### config.mk
export PLATFORM = sky130hd
export DESIGN_NAME = unified_mem_arbiter
export DESIGN_NICKNAME = d
export VERILOG_FILES = /design/src/rtl/unified_mem_arbiter.sv
export SDC_FILE = /design/constraint.sdc
export NUM_CORES = 1
export LEC_CHECK = 0
export ABC_AREA = 1
export CAP_MARGIN = 20
export CORE_MARGIN = 2
export CORE_UTILIZATION = 45
export CTS_CLUSTER_SIZE = 16
export DETAILED_ROUTE_END_ITERATION = 8
export GPL_ROUTABILITY_DRIVEN = 0
export GPL_TIMING_DRIVEN = 0
export PLACE_DENSITY = 0.86
export SLEW_MARGIN = 20
export SYNTH_ARGS = -nofsm -noshare
export SYNTH_HDL_FRONTEND = slang
export SYNTH_SLANG_ARGS = --single-unit
### constraint.sdc
create_clock -name clk -period 3 [get_ports clk]
set_input_delay 0.3 -clock clk [delete_from_list [all_inputs] [get_ports clk]]
set_output_delay 0.3 -clock clk [all_outputs]
set_load 0.05 [all_outputs]
### src/rtl/unified_mem_arbiter.sv
// unified_mem_arbiter
// Shares one single-ported memory between the instruction-fetch port (I) and
// the data port (D). Every access occupies the memory for WAIT_CYC cycles.
// When both ports are waiting, the one not served last wins. A new transaction
// can start on the completion edge of the previous one, so there is no idle gap.
// The stall output is high while either port has a request that is not being
// acknowledged in the current cycle.
module unified_mem_arbiter #(
    parameter int ADDR_W   = 32,
    parameter int DATA_W   = 32,
    parameter int WAIT_CYC = 2
) (
    input  logic              clk,
    input  logic              rst,
    input  logic              if_req,
    input  logic [ADDR_W-1:0] if_addr,
    output logic              if_ack,
    output logic [DATA_W-1:0] if_rdata,
    input  logic              d_req,
    input  logic              d_we,
    input  logic [ADDR_W-1:0] d_addr,
    input  logic [DATA_W-1:0] d_wdata,
    output logic              d_ack,
    output logic [DATA_W-1:0] d_rdata,
    output logic              mem_en,
    output logic              mem_we,
    output logic [ADDR_W-1:0] mem_addr,
    output logic [DATA_W-1:0] mem_wdata,
    input  logic [DATA_W-1:0] mem_rdata,
    output logic              stall
);

    // The counter needs at least one bit, even when WAIT_CYC is 1.
    localparam int              CNT_W    = (WAIT_CYC > 1) ? $clog2(WAIT_CYC) : 1;
    localparam logic [CNT_W-1:0] CNT_LOAD = CNT_W'(WAIT_CYC - 1);

    typedef enum logic [1:0] {
        IDLE   = 2'd0,
        BUSY_I = 2'd1,
        BUSY_D = 2'd2
    } state_t;

    state_t            state_q, state_d;
    logic [CNT_W-1:0]  cnt_q;
    logic              last_d_q;   // 1: D was served last, 0: I was served last
    logic [ADDR_W-1:0] addr_q;
    logic [DATA_W-1:0] wdata_q;
    logic              we_q;
    logic [DATA_W-1:0] if_hold_q;
    logic [DATA_W-1:0] d_hold_q;
    logic              done;
    logic              grant_i, grant_d;

    // The final access cycle of a transaction is the cycle in which the counter reaches zero.
    assign done = (state_q != IDLE) && (cnt_q == '0);

    // Grant selection and next state. A grant is only possible while idle or on a completion edge.
    always_comb begin
        // NOTE: every signal gets a default before any branch. A path that leaves a
        // combinational output unassigned would make synthesis infer a latch.
        grant_i = 1'b0;
        grant_d = 1'b0;
        state_d = state_q;
        if ((state_q == IDLE) || done) begin
            if (if_req && d_req) begin
                grant_d = ~last_d_q;
                grant_i = last_d_q;
            end else begin
                grant_i = if_req;
                grant_d = d_req;
            end
            if (grant_d)      state_d = BUSY_D;
            else if (grant_i) state_d = BUSY_I;
            else              state_d = IDLE;
        end
    end

    // State, access counter, fairness bit, and the address and write data latched at grant.
    always_ff @(posedge clk) begin
        // NOTE: sequential state uses non-blocking assignments. Every flop therefore
        // samples its pre-edge value, whatever order the statements appear in.
        if (!rst) begin
            state_q  <= IDLE;
            cnt_q    <= '0;
            last_d_q <= 1'b0;
            addr_q   <= '0;
            wdata_q  <= '0;
            we_q     <= 1'b0;
        end else begin
            state_q <= state_d;
            if (grant_d) begin
                addr_q   <= d_addr;
                we_q     <= d_we;
                wdata_q  <= d_wdata;
                cnt_q    <= CNT_LOAD;
                last_d_q <= 1'b1;
            end else if (grant_i) begin
                addr_q   <= if_addr;
                cnt_q    <= CNT_LOAD;
                last_d_q <= 1'b0;
            end else if ((state_q != IDLE) && !done) begin
                cnt_q <= cnt_q - CNT_W'(1);
            end
        end
    end

    // On the completion edge, capture read data into the hold register of the port being served.
    always_ff @(posedge clk) begin
        if (!rst) begin
            if_hold_q <= '0;
            d_hold_q  <= '0;
        end else if (done) begin
            if (state_q == BUSY_I)             if_hold_q <= mem_rdata;
            if ((state_q == BUSY_D) && !we_q)  d_hold_q  <= mem_rdata;
        end
    end

    // Memory side. The address and write data keep their last values while idle.
    assign mem_en    = (state_q != IDLE);
    assign mem_we    = (state_q == BUSY_D) && we_q;
    assign mem_addr  = addr_q;
    assign mem_wdata = wdata_q;

    // Requester side. Read data bypasses the hold register during the ack cycle.
    assign if_ack   = done && (state_q == BUSY_I);
    assign d_ack    = done && (state_q == BUSY_D);
    assign if_rdata = if_ack ? mem_rdata : if_hold_q;
    assign d_rdata  = d_ack  ? mem_rdata : d_hold_q;
    assign stall    = (if_req && !if_ack) || (d_req && !d_ack);

endmodule

==> flow_summary.yaml, run 1 <==
outcome:
  status: "complete, no violations"
worst_setup_path:
  worstSetupStartpointType: "flop"
  cp.arrival_ps: 2570
  critPathRequiredTime_ps: 2700
  cp-end-kind: "output pin"
  worstPathMaxFanout: 10
  crit_type: "flop to output pin"
timing:
  finalCritPeriodShare_pct: 95.5
  setup_viol: 0
  worst_pin_slew_ps: 565
  max_freq_ghz: 0.349
  clock_skew_ps: 7.84
  hold_viol: 0
  slew_headroom_pct: 62.2
  rsz0062_at_grt: "false"
  fin_setup_tns_ps: 0
  maxSlewViolCount: 0
  fin_crit_ps: 2870
  layout_setup_ws_ps: 134
clock_tree:
  cts_made_buffers: 17
  clockRootBuffer: "clkbuf_16"
  cts_tree: "yes"
  clock_sinks: 133
  cts_max_level: 4
  clk_latency_ps: 410
  clk_pin_slew_ps: 60
  cts.path.max_buffers: 2
synthesis:
  synthDistinctLibCells: 24
  synth.ff_latch_count: 133
  synthesis.nets: 996
  yosys.area.top_type_share_pct: 44.9
  avgSynthCellArea_um2: 6.88
  synthCells: 863
  syn_area_um2: 5930
  yosysWarnings: 0
  synth.top_cells.by_area: "dfxtp_1 45%, nor2_1 12%, o21ai_0 8.4%"
  post-synth-top-area-cell: "dfxtp_1"
  ys_seq_area_share_pct: 44.9
global_route:
  grt_pass1_vias: 6156
  grt-ovfl-total: 0
  grt_start_max_net_pins: 17
  antenna_found_initial: 0
  grt_use_total_pct: 26.3
  grt_pass1_wl_mm: 29.9
die:
  fp.coreArea_um2: 12700
  rows: 41
  chipHeight_um: 119
  die_area_um2: 14100
  fp.dieW_um: 119
  initial_utilization_pct: 46.6
  io_pins: 266
cells_and_area:
  nNetsFinal: 1279
  fillers: 980
  syn_to_final_growth_pct: 60.2
  drive_above_1_share_pct: 7.25
  fin_util_pct: 74.7
  diodes: 0
route:
  detail-route-antenna-nets: 0
  vias_per_cell: 4.76
  drc: 0
  drt-wirelength-per-cell_um: 14.2
  vias: 6339
  first_iter_violations: 414
  first_pass_iters: 4
  wirelength_mm: 18.9
power:
  p_seq_share_pct: 32.3
  p_int_mw: 4.04
  combPwrFrac_pct: 32.0
  irDropWorstVdd_mv: 0.335
  clock_power_share_pct: 35.6
  leakagePower_nw: 4.80
  power_switching_mw: 2.13
  cellPowerDensity_nw_per_um2: 649
  sw_frac_of_total_pct: 34.6
placed_design:
  numPortBuffers: 264
  hpwl_mm: 14.2
  place_ws_ps: 416
run:
  maxCapViolations: 0
worst_hold_path:
  hp-class: "input pin to flop"
area by class of cell:
type	instances	area [µm²]	share of cell area, %
clock buffer	17	425	4.47
inverter	107	402	4.22
tap	172	215	2.26
sequential	133	2660	28.0
timing repair buffer	264	2730	28.7
buffer	56	297	3.12
multi-input combinational	567	2570	27.1
clock inverter	15	204	2.15
through the flow:
step | total power, mW | std cells | area [µm²] | hold WS, ps
detailed placement | 4.01 | 1299 | 8790 | 438
global route | 6.43 | 1331 | 9510 | 373
CTS | 6.20 | 1331 | 9420 | 355
global placement | 3.98 | 1299 | 8790 | 431
finish | 6.17 | 1331 | 9510 | 360
floorplan | 3.28 | 863 | 5930 | 424
power groups by stage:
| stage | Clock [mW] | Sequential [mW] | Combinational [mW] |
|---|---|---|---|
| after floorplan | 0 | 2.35 | 0.921 |
| after global placement | 0 | 2.03 | 1.96 |
| after detailed placement | 0 | 2.03 | 1.98 |
| after CTS | 2.22 | 2.00 | 1.99 |
| after global routing | 2.30 | 2.01 | 2.11 |
| final | 2.20 | 2.00 | 1.98 |
layer usage:
| metal | vias to the layer above | global-route usage [%] | wire length [µm] |
|---|---|---|---|
| li1 | 3221 | - | - |
| met1 | 2830 | 30.4 | 7650 |
| met2 | 260 | 45.5 | 9220 |
| met3 | 28 | 9.20 | 1690 |
| met4 | 0 | 8.48 | 343 |
| met5 | - | 0 | 0 |
timing repair:
item | 4_1_cts | 5_1_grt
hold buffers | 0 | 0
setup buffers | 0 | 0
gates resized for setup | 1 | 35
endpoints found under the setup margin | 1 | 35
sequential cells by signal, indices dropped and copies added, names as in the netlist:
register,cells
state_q,2
if_hold_q,32
mem_wdata,32
d_hold_q,32
last_d_q,1
we_q,1
cnt_q,1
mem_addr,32
worst paths after layout:
kind	cells after the start	start	slack (ps)	end
setup / recovery	7	state_q[0]	130	d_rdata[2]
hold reg to reg	2	d_hold_q[8]	450	d_hold_q[8]
setup reg to reg	7	cnt_q	1470	if_hold_q[12]
hold / removal	3	rst	360	state_q[1]
cells in the final DEF (no fill, tap or decap):
cell             Yosys  routed
clkinv_4             0       2
nand3_2              1       1
inv_6                0       2
inv_8                0       1
o22ai_1              1       1
o21ai_0            100     100
or2_1                7       7
a21oi_1             37      37
buf_4                7       7
nor2_2               1       1
clkinv_2             0       3
clkinv_1             1       1
clkdlybuf4s50_1      0     228
o21ai_1             30      30
a21oi_2              1       1
or2_0               21      21
or2_2                4       4
nand2_4              1       1
clkinvlp_4           0       3
buf_1                5       5
inv_1              102     102
buf_6                4       4
nor2_1             194     194
nand3b_1            32      32
clkbuf_16            0      17
dlymetal6s2s_1       0      35
dlygate4sd2_1        0       1
dfxtp_1            133     133
nand2_1            132     132
nand2_2              5       5
buf_2               24      24
inv_2                4       4
bufinv_16            0       4
clkbuf_1            16      16
Yosys cell counts (all sizes together):
cell      n
nor2    195
nand2   138
dfxtp   133
o21ai   130
inv     106
buf      40
a21oi    38
nand3b   32
or2      32
clkbuf   16
clkinv    1
nand3     1
o22ai     1
critical path: stages, from the launching register on:
cell and delay (ps):
dfxtp_1 380, inv_2 50, nand2_1 90, nor2_2 70
buf_2 190, buf_2 210, o21ai_0 270, clkdlybuf4s50_1 890
kinds of logic after synthesis:
kind of cell	after synthesis	synth area share, %
buffers and inverters	163	11.8
DFF	133	44.9
AOI/OAI and AO/OA	169	14.3
and+or+nand+nor	398	29.0
(Power assumes the default switching activity.)
==> run 2: changes to the inputs <==
==> constraint.sdc (replaced) <==
create_clock -name clk -period 3 [get_ports clk]
set_input_delay 0.6 -clock clk [delete_from_list [all_inputs] [get_ports clk]]
set_output_delay 0.6 -clock clk [all_outputs]
set_load 0.05 [all_outputs]
==> flow_summary.yaml, run 2 (synthesis results as in run 1) <==
clock_tree:
  cts.path.max_buffers: 2
  cts_hold_buf: 0
  clk_pin_slew_ps: 60
  cts_made_buffers: 17
  clockRootBuffer: "clkbuf_16"
  post_cts_buffers: 0
  cts_tree: "yes"
  cts_max_level: 4
  clock_sinks: 133
  clk_latency_ps: 410
global_route:
  use_met3_pct: 9.15
  grt-ovfl-total: 0
  busiest_layer: "met2"
  grt_start_max_net_pins: 17
  antenna_found_initial: 0
  grt_use_total_pct: 26.3
  grt_pass1_wl_mm: 29.9
  use_met2_pct: 45.5
  grt_pass1_vias: 6150
  use_met1_pct: 30.4
worst_setup_path:
  cp.arrival_ps: 2300
  critPathRequiredTime_ps: 2400
  worstSetupStartpointType: "flop"
  crit_type: "flop to output pin"
  cp-end-kind: "output pin"
  worstPathMaxFanout: 10
run:
  maxCapViolations: 0
route:
  vias: 6299
  drt-wirelength-per-cell_um: 14.1
  first_iter_violations: 361
  wirelength_mm: 18.8
  first_pass_iters: 5
  drc: 0
  vias_per_cell: 4.73
  detail-route-antenna-nets: 0
timing:
  max_freq_ghz: 0.344
  worst_pin_slew_ps: 578
  fin_crit_ps: 2900
  hold_slack_ps: 446
  finalCritPeriodShare_pct: 96.8
  hold_viol: 0
  clock_skew_ps: 6.62
  slew_headroom_pct: 61.4
  setup_viol: 0
  fin_setup_tns_ps: 0
  layout_setup_ws_ps: 96.9
  maxSlewViolCount: 0
cells_and_area:
  mostFrequentLayoutCell: "clkdlybuf4s50_1"
  drive_above_1_share_pct: 10.4
  nNetsFinal: 1279
  fin_util_pct: 72.5
  layout_common_cells: "198 x clkdlybuf4s50_1, 194 x nor2_1, 133 x dfxtp_1"
  design_area_um2: 9230
  layout.cells.non_filler: 1331
  syn_to_final_growth_pct: 55.5
  diodes: 0
power:
  power_mw: 6.09
  irDropWorstVdd_mv: 0.335
  cellPowerDensity_nw_per_um2: 660
  leakagePower_nw: 4.45
outcome:
  status: "complete, no violations"
die:
  rows: 41
  chipHeight_um: 119
  die_area_um2: 14100
  io_pins: 266
  fp.coreArea_um2: 12700
  initial_utilization_pct: 46.6
  fp.dieW_um: 119
placed_design:
  dpl.cell_count: 1299
  hpwl_mm: 14.2
  dpl_cell_area_um2: 8790
  place_ws_ps: 116
  numPortBuffers: 264
worst_hold_path:
  hp-class: "flop to flop"
==> run 2: changes by cell type in the layout (fill, tap and decap cells not counted), sizes merged <==
cell / change
buf: +1
dlymetal6s2s: -29
dlygate4sd2: +23
clkdlybuf4s50: -30
clkbuf: +35
==> run 2: worst paths after layout <==
kind	start	to	slack, ps	depth (start not counted)
hold / removal	d_hold_q[2]	d_hold_q[2]	450	2
setup / recovery	state_q[0]	d_rdata[1]	100	7
setup reg to reg	cnt_q	if_hold_q[12]	1460	7
hold reg to reg	d_hold_q[2]	d_hold_q[2]	450	2
==> run 2: metal layers <==
metal  share of wire [%]  up-vias
met5                   0        -
li1                    -     3225
met2                  49      252
met4                 1.6        0
met1                  41     2800
met3                 8.6       22
==> run 2: layout make-up <==
class,count,area [µm²]
Fill cell,1043,3490
Sequential cell,133,2660
Multi-Input combinational cell,567,2570
Timing Repair Buffer,264,2450
Clock buffer,17,425
Inverter,107,402
Buffer,56,298
Tap cell,172,215
Clock inverter,15,204
==> run 2: critical path, stage by stage (launching register included) <==
cell and delay [ps]:
dfxtp_1 380, inv_2 50, nand2_1 90, nor2_2 80, buf_2 200, buf_2 210, o21ai_0 320, dlygate4sd2_1 580
==> run 2: power breakdown <==
group / total, mW / switching, mW / internal [mW]
Sequential: 2.00 / 0.0645 / 1.93
Clock: 2.19 / 0.794 / 1.40
Combinational: 1.90 / 1.27 / 0.637
Total: 6.09 / 2.13 / 3.97
==> run 2: repair_timing <==
action                                 CTS  global route
setup endpoints to repair               60            42
endpoints found under the hold margin    0             0
resized for setup                       64           103
gates cloned                             0             0
==> run 3: changes to the inputs <==
--- a/config.mk
+++ b/config.mk
@@ -7,12 +7,14 @@
 export LEC_CHECK = 0
 export ABC_AREA = 1
 export CAP_MARGIN = 20
+export CORE_ASPECT_RATIO = 0.75
 export CORE_MARGIN = 2
 export CORE_UTILIZATION = 45
 export CTS_CLUSTER_SIZE = 16
 export DETAILED_ROUTE_END_ITERATION = 8
 export GPL_ROUTABILITY_DRIVEN = 0
 export GPL_TIMING_DRIVEN = 0
+export MAX_ROUTING_LAYER = met4
 export PLACE_DENSITY = 0.86
 export SLEW_MARGIN = 20
 export SYNTH_ARGS = -nofsm -noshare
==> flow_summary.yaml, run 3 (synthesis results as in run 1) <==
outcome:
  status: "complete, no violations"
placed_design:
  dpl.cell_count: 1298
  dpl_cell_area_um2: 8790
  numPortBuffers: 264
  hpwl_mm: 14.4
timing:
  finalCritPeriodShare_pct: 96.9
  slew_headroom_pct: 60.7
  hold_slack_ps: 448
  setup_viol: 0
  maxSlewViolCount: 0
  hold_viol: 0
  rsz0062_at_grt: "false"
  clock_skew_ps: 12.8
  fin_setup_tns_ps: 0
  worst_pin_slew_ps: 589
  fin_crit_ps: 2910
  max_freq_ghz: 0.344
cells_and_area:
  syn_to_final_growth_pct: 54.9
  fin_util_pct: 71.1
  diodes: 0
  layout.cells.non_filler: 1330
  nNetsFinal: 1279
  drive_above_1_share_pct: 10.6
  mostFrequentLayoutCell: "clkdlybuf4s50_1"
  layout_common_cells: "198 x clkdlybuf4s50_1, 194 x nor2_1, 133 x dfxtp_1"
  design_area_um2: 9200
clock_tree:
  clock_sinks: 133
  cts_tree: "yes"
  cts_hold_buf: 0
  clockRootBuffer: "clkbuf_16"
  cts_made_buffers: 17
  post_cts_buffers: 0
  clk_pin_slew_ps: 60
  cts_max_level: 4
  clk_latency_ps: 410
  cts.path.max_buffers: 2
worst_setup_path:
  cp_slowest_cell: "clkdlybuf4s50_1"
  worstPathMaxFanout: 10
  slowest_delay_ps: 850
  critical_path.most_common_cell: "inv_2"
  crit_type: "flop to output pin"
  cp.arrival_ps: 2310
  cp-end-kind: "output pin"
  critPathRequiredTime_ps: 2400
  worstSetupStartpointType: "flop"
  crit_chain: "inv_2 -> nand3_2 -> inv_2 -> buf_2 -> clkdlybuf4s50_1"
global_route:
  antenna_found_initial: 0
  grt_use_total_pct: 27.7
  grt_pass1_wl_mm: 29.3
  grt_start_max_net_pins: 17
  grt-ovfl-total: 0
  grt_pass1_vias: 5932
power:
  p_seq_share_pct: 33.8
  power_switching_mw: 2.15
  cellPowerDensity_nw_per_um2: 642
  sw_frac_of_total_pct: 36.5
  p_int_mw: 3.75
  leakagePower_nw: 4.42
  combPwrFrac_pct: 32.5
  irDropWorstVdd_mv: 0.425
  clock_power_share_pct: 33.7
run:
  maxCapViolations: 0
die:
  initial_utilization_pct: 45.9
  fp.coreArea_um2: 12900
  rows: 36
  die_area_um2: 14100
  io_pins: 266
  chipHeight_um: 103
  fp.dieW_um: 137
route:
  wirelength_mm: 19.3
  first_pass_iters: 7
  first_iter_violations: 303
  drc: 0
  vias_per_cell: 4.77
  drt-wirelength-per-cell_um: 14.5
  vias: 6349
  detail-route-antenna-nets: 0
worst_hold_path:
  hp-class: "flop to flop"
run 3: cell count changes in the layout (fill, tap and decap cells not counted), moves of 2 or more:
cell             before  now
bufinv_16             4    1
clkbuf_1             15   13
clkdlybuf4s15_1       0    3
clkdlybuf4s15_2       0    4
dlygate4sd2_1        24   21
inv_6                 2    4
run 3: worst max-delay path, delay by kind of cell, from the launching register on:
family | cells | cell delay [ps]
buf+inv | 4 | 1350
flops | 1 | 370
simple gates | 1 | 180
run 3: what timing repair did:
action | CTS | global route
resized for setup | 76 | 98
pin swaps | 0 | 0
endpoints found under the setup margin | 60 | 46
run 3: area by class of cell:
type                            instances  area, µm²
Clock buffer                           19        443
Sequential cell                       133       2660
Buffer                                 56        302
Timing Repair Buffer                  264       2480
Fill cell                            1077       3730
Tap cell                              171        214
Clock inverter                         13        123
Inverter                              107        402
Multi-Input combinational cell        567       2570
run 3: metal layers:
metal | global-route usage [%] | vias up | part of all wire (%)
li1 | - | 3231 | -
met1 | 33.1 | 2856 | 43
met5 | - | - | 0
met4 | 6.97 | 0 | 1.2
met2 | 46.2 | 248 | 48
met3 | 8.04 | 14 | 8.7
run 3: final timing paths:
kind	slack, ps	depth (start not counted)	start	endpoint
hold reg to reg	450	2	d_hold_q[2]	d_hold_q[2]
hold / removal	450	2	d_hold_q[2]	d_hold_q[2]
setup reg to reg	1490	7	cnt_q	if_hold_q[23]
setup / recovery	90	5	cnt_q	if_ack
run 3: power groups by stage:
stage	registers, mW	logic (mW)	clock network, mW
after global placement	2.03	1.96	0
final	2.00	1.92	1.99
after CTS	2.00	1.93	2.01
after global routing	2.01	2.05	2.10
after detailed placement	2.03	1.98	0
after floorplan	2.35	0.921	0
run 3: per-stage QoR:
step	setup slack (ps)	power (mW)
floorplan	330	3.28
global placement	130	3.99
detailed placement	111	4.02
CTS	10.7	5.94
global route	4.03	6.16
finish	91.8	5.90
